<file path="src/rtl/sigmoid_lut_loader.sv">
// Sigmoid LUT load-port writer: assembles little-endian 16-bit words from a host byte stream.
// Optional trailing checksum enabled by defining SIGMOID_LUT_CHECKSUM_EN.
//
// state   | meaning
// IDLE    | waiting for start after reset
// LO      | accepting low byte of the next table word
// HI      | accepting high byte; word is formed on transfer
// WRITE   | one-cycle lut_we strobe, sum and address update
// CSUM_LO | accepting low byte of the host checksum
// CSUM_HI | accepting high byte; checksum compared on transfer
// DONE    | load complete, waiting for the next start
module sigmoid_lut_loader #(
   parameter int N_ENTRIES = 121,
   parameter int ADDR_W    = 7,
   parameter int DATA_W    = 16
) (
   input  logic              clk,
   input  logic              reset_n,
   input  logic              start,
   input  logic [7:0]        byte_in,
   input  logic              byte_valid,
   output logic              byte_ready,
   output logic              lut_we,
   output logic [ADDR_W-1:0] lut_addr,
   output logic [DATA_W-1:0] lut_d,
   output logic              busy,
   output logic              load_done,
   output logic              load_err
);

   localparam logic [2:0] S_IDLE    = 3'd0;
   localparam logic [2:0] S_LO      = 3'd1;
   localparam logic [2:0] S_HI      = 3'd2;
   localparam logic [2:0] S_WRITE   = 3'd3;
   localparam logic [2:0] S_DONE    = 3'd4;
`ifdef SIGMOID_LUT_CHECKSUM_EN
   localparam logic [2:0] S_CSUM_LO = 3'd5;
   localparam logic [2:0] S_CSUM_HI = 3'd6;
`endif

   localparam logic [ADDR_W-1:0] LAST_ADDR = ADDR_W'(N_ENTRIES - 1);

   logic [2:0]        state_q, state_d;
   logic [ADDR_W-1:0] addr_q, addr_d;
   logic [7:0]        lo_q, lo_d;
   logic [DATA_W-1:0] d_q, d_d;
   logic              xfer;

   assign xfer = byte_valid && byte_ready;

`ifdef SIGMOID_LUT_CHECKSUM_EN
   logic [15:0] sum_q, sum_d;
   logic        err_q, err_d;

   assign byte_ready = (state_q == S_LO) || (state_q == S_HI) ||
                       (state_q == S_CSUM_LO) || (state_q == S_CSUM_HI);
   assign load_err   = err_q;
`else
   assign byte_ready = (state_q == S_LO) || (state_q == S_HI);
   assign load_err   = 1'b0;
`endif

   assign lut_we    = (state_q == S_WRITE);
   assign lut_addr  = addr_q;
   assign lut_d     = d_q;
   assign busy      = (state_q != S_IDLE) && (state_q != S_DONE);
   // DONE is left only through start, so the state itself is the sticky done flag.
   assign load_done = (state_q == S_DONE);

   always_comb begin
      state_d = state_q;
      addr_d  = addr_q;
      lo_d    = lo_q;
      d_d     = d_q;
`ifdef SIGMOID_LUT_CHECKSUM_EN
      sum_d   = sum_q;
      err_d   = err_q;
`endif
      case (state_q)
         S_IDLE, S_DONE: begin
            if (start) begin
               state_d = S_LO;
               addr_d  = '0;
`ifdef SIGMOID_LUT_CHECKSUM_EN
               sum_d   = '0;
               err_d   = 1'b0;
`endif
            end
         end
         S_LO: begin
            if (xfer) begin
               lo_d    = byte_in;
               state_d = S_HI;
            end
         end
         S_HI: begin
            if (xfer) begin
               d_d     = {byte_in, lo_q};
               state_d = S_WRITE;
            end
         end
         S_WRITE: begin
`ifdef SIGMOID_LUT_CHECKSUM_EN
            sum_d = sum_q + d_q;
`endif
            if (addr_q == LAST_ADDR) begin
`ifdef SIGMOID_LUT_CHECKSUM_EN
               state_d = S_CSUM_LO;
`else
               state_d = S_DONE;
`endif
            end else begin
               addr_d  = addr_q + ADDR_W'(1);
               state_d = S_LO;
            end
         end
`ifdef SIGMOID_LUT_CHECKSUM_EN
         S_CSUM_LO: begin
            if (xfer) begin
               lo_d    = byte_in;
               state_d = S_CSUM_HI;
            end
         end
         S_CSUM_HI: begin
            if (xfer) begin
               err_d   = ({byte_in, lo_q} != sum_q);
               state_d = S_DONE;
            end
         end
`endif
         default: state_d = S_IDLE;
      endcase
   end

   always_ff @(posedge clk or negedge reset_n) begin
      if (!reset_n) begin
         state_q <= S_IDLE;
         addr_q  <= '0;
         lo_q    <= '0;
         d_q     <= '0;
`ifdef SIGMOID_LUT_CHECKSUM_EN
         sum_q   <= '0;
         err_q   <= 1'b0;
`endif
      end else begin
         state_q <= state_d;
         addr_q  <= addr_d;
         lo_q    <= lo_d;
         d_q     <= d_d;
`ifdef SIGMOID_LUT_CHECKSUM_EN
         sum_q   <= sum_d;
         err_q   <= err_d;
`endif
      end
   end

endmodule

</file>
<file path="config.mk">
export PLATFORM = sky130hd
export DESIGN_NAME = sigmoid_lut_loader
export DESIGN_NICKNAME = d
export VERILOG_FILES = /design/src/rtl/sigmoid_lut_loader.sv
export SDC_FILE = /design/constraint.sdc
export NUM_CORES = 1
export LEC_CHECK = 0
export ABC_AREA = 1
export BUFFER_PORTS_ARGS = -buffer_cell sky130_fd_sc_hd__buf_2
export CAP_MARGIN = 20
export CORE_AREA = 2 2 75 77
export CTS_CLUSTER_SIZE = 30
export DETAILED_ROUTE_END_ITERATION = 16
export DIE_AREA = 0 0 77 79
export SYNTH_ARGS = -nofsm -noshare
export SYNTH_HDL_FRONTEND = slang
export SYNTH_SLANG_ARGS = --single-unit
</file>
<file path="constraint.sdc">
create_clock -name clk -period 1.49 [get_ports clk]
set_input_delay 0.298 -clock clk [delete_from_list [all_inputs] [get_ports clk]]
set_output_delay 0.298 -clock clk [all_outputs]
set_load 0.03 [all_outputs]
</file>
# [After elaboration in Yosys (flattened, before gate mapping)]
# Cells that the tools add are included.
[word_totals] wordCells=34 output_inout_bits=28 input_bits=12 regBits=34
[classes] n_eq_ne=10 addsub=1 reduce_logical=11 mux=8
[ops] operator="$mux 7" count=2
[ops] operator="$pmux 7 s2" count=1
[ops] operator="$mux 3" count=4
[ops] operator="$pmux 3 s4" count=1
[ops] operator="$ne 2x2->1 const B" count=4
[ops] operator="$add 7x1->7 const B" count=1
[ops] operator="$eq 7x7->1 const B" count=1
[ops] operator="$eq 3x2->1 const B" count=2
[ops] operator="$reduce_and 3->1" count=2
[ops] operator="$reduce_and 2->1" count=2
[ops] operator="$eq 3x1->1 const B" count=1
[ops] operator="$eq 3x3->1 const B" count=1
[ops] operator="$logic_not 3->1" count=1
[ops] operator="$ne 3x3->1 const B" count=1
[ops] operator="$reduce_bool 3->1" count=1
[ops] operator="$logic_and 1x1->1" count=2
[ops] operator="$reduce_bool 2->1" count=1
[ops] operator="$reduce_or 2->1" count=1
[ops] operator="$logic_or 1x1->1" count=1

# [Logic depth before layout (Yosys ltp)]
[depth] depth_word=5 ltp_mapped=9

# [Least setup slack after synthesis]
# Ideal clock, no wire load.
[synth_timing] kind="register to output" startpoint="register state_q[1]" endpoint="output load_done" arrival_ps=1166 slack_ps=26 stages_incl_launch_ff=4 path_buffers=0 required_time_ps=1192 cell_sequence="dfrtp_1 inv_2 nand2_1 nor2_1"
[synth_via] elab_chain_len=1
[synth_rtl] element="start: declaration" line="43" rtl="logic [2:0] state_q, state_d;"
[synth_rtl] element="start signal: assignment" line="146" rtl="state_q <= state_d;"
[synth_rtl] element="$eq 3x3->1" line="68" rtl="assign load_done = (state_q == S_DONE);"
[synth_rtl] element="end: declaration" line="27" rtl="output logic load_done,"
# Every way passes these cells.

# [Worst setup path in the final report]
[layout_timing] startpoint="register state_q[1]" endpoint="output byte_ready"
[layout_via] elab_chain_len=2 word_cells_on_any_way=3
[layout_rtl] element="$eq 3x1->1 or $eq 3x2->1 (tied branches)" line="59" rtl="assign byte_ready = (state_q == S_LO) || (state_q == S_HI);"
[layout_rtl] element="$logic_or 1x1->1 *" line="59"
[layout_rtl] element="end: declaration" line="22" rtl="output logic byte_ready,"
# Mark *: on every way between the ends. The rest lies on a longest branch, timed or not.

==> impl_metrics.json <==
{
  "diodes": 0,
  "reg2reg_depth": 9,
  "multi_input_area_um2": 574.3,
  "hold_path.class": "input pin to flip-flop",
  "dieArea_um2": 6083,
  "final_cells": 301,
  "dr_total_vias": 1251,
  "gr-total-overflow": 0,
  "synth_ff_type": "dfrtp_1",
  "synth_area_leaders": "dfrtp_1 55%, nand2_1 15%, o21ai_1 5.9%",
  "cp_max_fo": 3,
  "fin_area_um2": 1947,
  "hold_viol": 0,
  "cts_tree": "built",
  "worstPathRequired_ns": 1.19,
  "remaining_drc_errors": 0,
  "highest_layer": "met4",
  "drt-total-wl_um": 3129,
  "maxCapViolations": 0,
  "fin_nets": 242,
  "setup_tns_ns": 0,
  "cts-htree-levels": 2,
  "synth_area_leader_cell": "dfrtp_1",
  "synth_area_um2": 1539,
  "leakage_nw": 1.057,
  "antenna_found_initial": 0,
  "regArea_um2": 850.8,
  "crit_type": "flip-flop to output port",
  "cts_buffer_depth": 2,
  "drt_iter0_markers": 57,
  "wl_per_cell_um": 10.40,
  "status": "finished, final reports clean",
  "end_kind": "output port",
  "total_power_mw": 3.837,
  "ant_nets": 0,
  "fmax_ghz": 0.6841,
  "yosysUniqueCellTypes": 20,
  "routed-wl-met3_um": 179,
  "ir_worst_vdd_uv": 995.0,
  "gp_congestion": 0.7966,
  "startpoint_type": "flip-flop",
  "synth_fp_nets": 199,
  "dpl.hpwl_um": 2273,
  "grt_pass1_vias": 1209,
  "synth_edf_count": 0,
  "ioPinCount": 40,
  "drive_gt1_frac": 0.2707,
  "rsz0062_at_grt": "true",
  "io_buffers": 38,
  "finalCritPeriodShare": 0.9811,
  "skew_ns": 0.005067,
  "min_period_ns": 1.462,
  "ys_seq_area_frac": 0.5528,
  "die_width_um": 77,
  "finalSetupViolCount": 0,
  "root_buffer": "clkbuf_8",
  "maxSlewViolCount": 0,
  "ys_top_cells_by_count": "61 x nand2_1, 34 x dfrtp_1, 19 x inv_1",
  "async_reset_ff_frac": 1.000,
  "p_per_area_nw_per_um2": 1971,
  "cp.arrival_ns": 1.16,
  "first_pass_iters": 4,
  "yosysMostFrequentCell": "nand2_1",
  "grt_max_degree": 25,
  "clock_latency_ns": 0.28,
  "fill_cells": 584,
  "routed_via_density": 4.156,
  "ys_warn_count": 0,
  "min_delay_worst_endpoint": "lut_d[11]",
  "start_util": 0.2883,
  "r2r_slack_ns": 0.19,
  "worst_hold_path.num_cells": 3,
  "grt_pass1_wl_um": 5623,
  "core_um2": 5338,
  "path_clk_slew_ns": 0.07,
  "met2_length_um": 1376,
  "worstReg2RegStart": "lut_addr[0]",
  "track_usage": 0.1170,
  "syn_to_final_growth_pct": 26.50,
  "met1_length_um": 1528,
  "row_count": 27,
  "synthCells": 185,
  "clock-sinks": 34,
  "place_inst": 291,
  "die_h_um": 79,
  "hold_path.startpoint": "byte_in[3]",
  "yosysTopAreaCellShare": 0.5528,
  "r2r_end": "lut_addr[5]",
  "syn_area_per_cell_um2": 8.319,
  "tritoncts.num_buffers": 5,
  "postPlaceCellArea_um2": 1808,
  "ys_seq_elements": 34
}
[state kept, by name (all words and copies together), names as in the netlist]
| signal | count |
|---|---|
| lo_q | 8 |
| lut_addr | 7 |
| lut_d | 16 |
| state_q | 3 |
[layout by cell type, fill, tap and decap left out]
master          n
nand2_1        59
buf_2          35
dfrtp_1        34
inv_1          19
o21ai_1        18
nand3_1        16
nor2_1          6
o21ai_0         6
clkbuf_8        6
inv_2           5
nand2_2         4
nand3_2         3
buf_4           3
ha_1            2
buf_6           2
nand3b_1        1
nor2_2          1
nand2_4         1
a21boi_0        1
nand4_1         1
o21bai_1        1
conb_1          1
clkbuf_1        1
clkinv_2        1
dlygate4sd3_1   1
buf_12          1
[what timing repair did]
item,CTS,global route
endpoints found under the hold margin,17,0
endpoints found under the setup margin,3,4
hold buffers,1,0
setup buffers,0,1
gates resized for setup,4,5
[routing by layer]
layer	track usage	vias to the layer above
li1	-	666
met5	0	-
met3	0.03750	6
met1	0.1457	544
met4	0.04286	0
met2	0.1912	35
[where the power goes]
part           internal, mW  total (mW)  switching [mW]
registers              1.26        1.46           0.208
logic                 0.517        1.67            1.15
clock network         0.373       0.702           0.330
total                  2.15        3.84            1.69
[worst max-delay path, stage by stage (launching register included)]
cell and delay, ns:
dfrtp_1 0.43, inv_2 0.09, nand3_1 0.13, nand2_2 0.10, buf_6 0.13
[per-stage QoR]
| step | worst slack, ns | util | hold WS [ns] |
|---|---|---|---|
| finish | 0.02820 | 0.3647 | 0.2710 |
| global route | -0.03149 | 0.3647 | 0.2842 |
| CTS | 0.02153 | 0.3598 | 0.2633 |
| detailed placement | 0.1534 | 0.3387 | 0.2697 |
| global placement | 0.1891 | 0.3387 | 0.2665 |
| floorplan | 0.02634 | - | 0.002409 |
[logic make-up (layout without fill, tap and decap cells)]
logic type,count (synthesis),in the layout,share of synthesized area
adders and majority gates,2,2,0.01626
and+or+nand+nor,92,92,0.2569
AOI/OAI and AO/OA,26,26,0.08781
other,1,1,0.002437
DFF,34,34,0.5528
buffers and inverters,30,74,0.08374
[area by class of cell]
| cell class | count | area share |
|---|---|---|
| well taps | 72 | 0.04627 |
| clock inverters | 1 | 0.002571 |
| flip-flops and latches | 34 | 0.4370 |
| repair buffers | 42 | 0.1285 |
| inverters | 24 | 0.04627 |
| clock buffers | 7 | 0.04434 |
| multi-input cells | 121 | 0.2950 |
[worst max-delay path by stage]
stage                   to  cells past startpoint  slack [ns]         from
6_report        byte_ready                      4        0.03   state_q[1]
3_5_place_dp   lut_addr[2]                      7        0.15  lut_addr[0]
5_1_grt         byte_ready                      4       -0.03   state_q[0]
2_1_floorplan    load_done                      3        0.03   state_q[1]
3_3_place_gp   lut_addr[2]                      7        0.19  lut_addr[1]
4_1_cts             lut_we                      4        0.02   state_q[2]
Note: power is estimated with default switching activity, not from simulation.
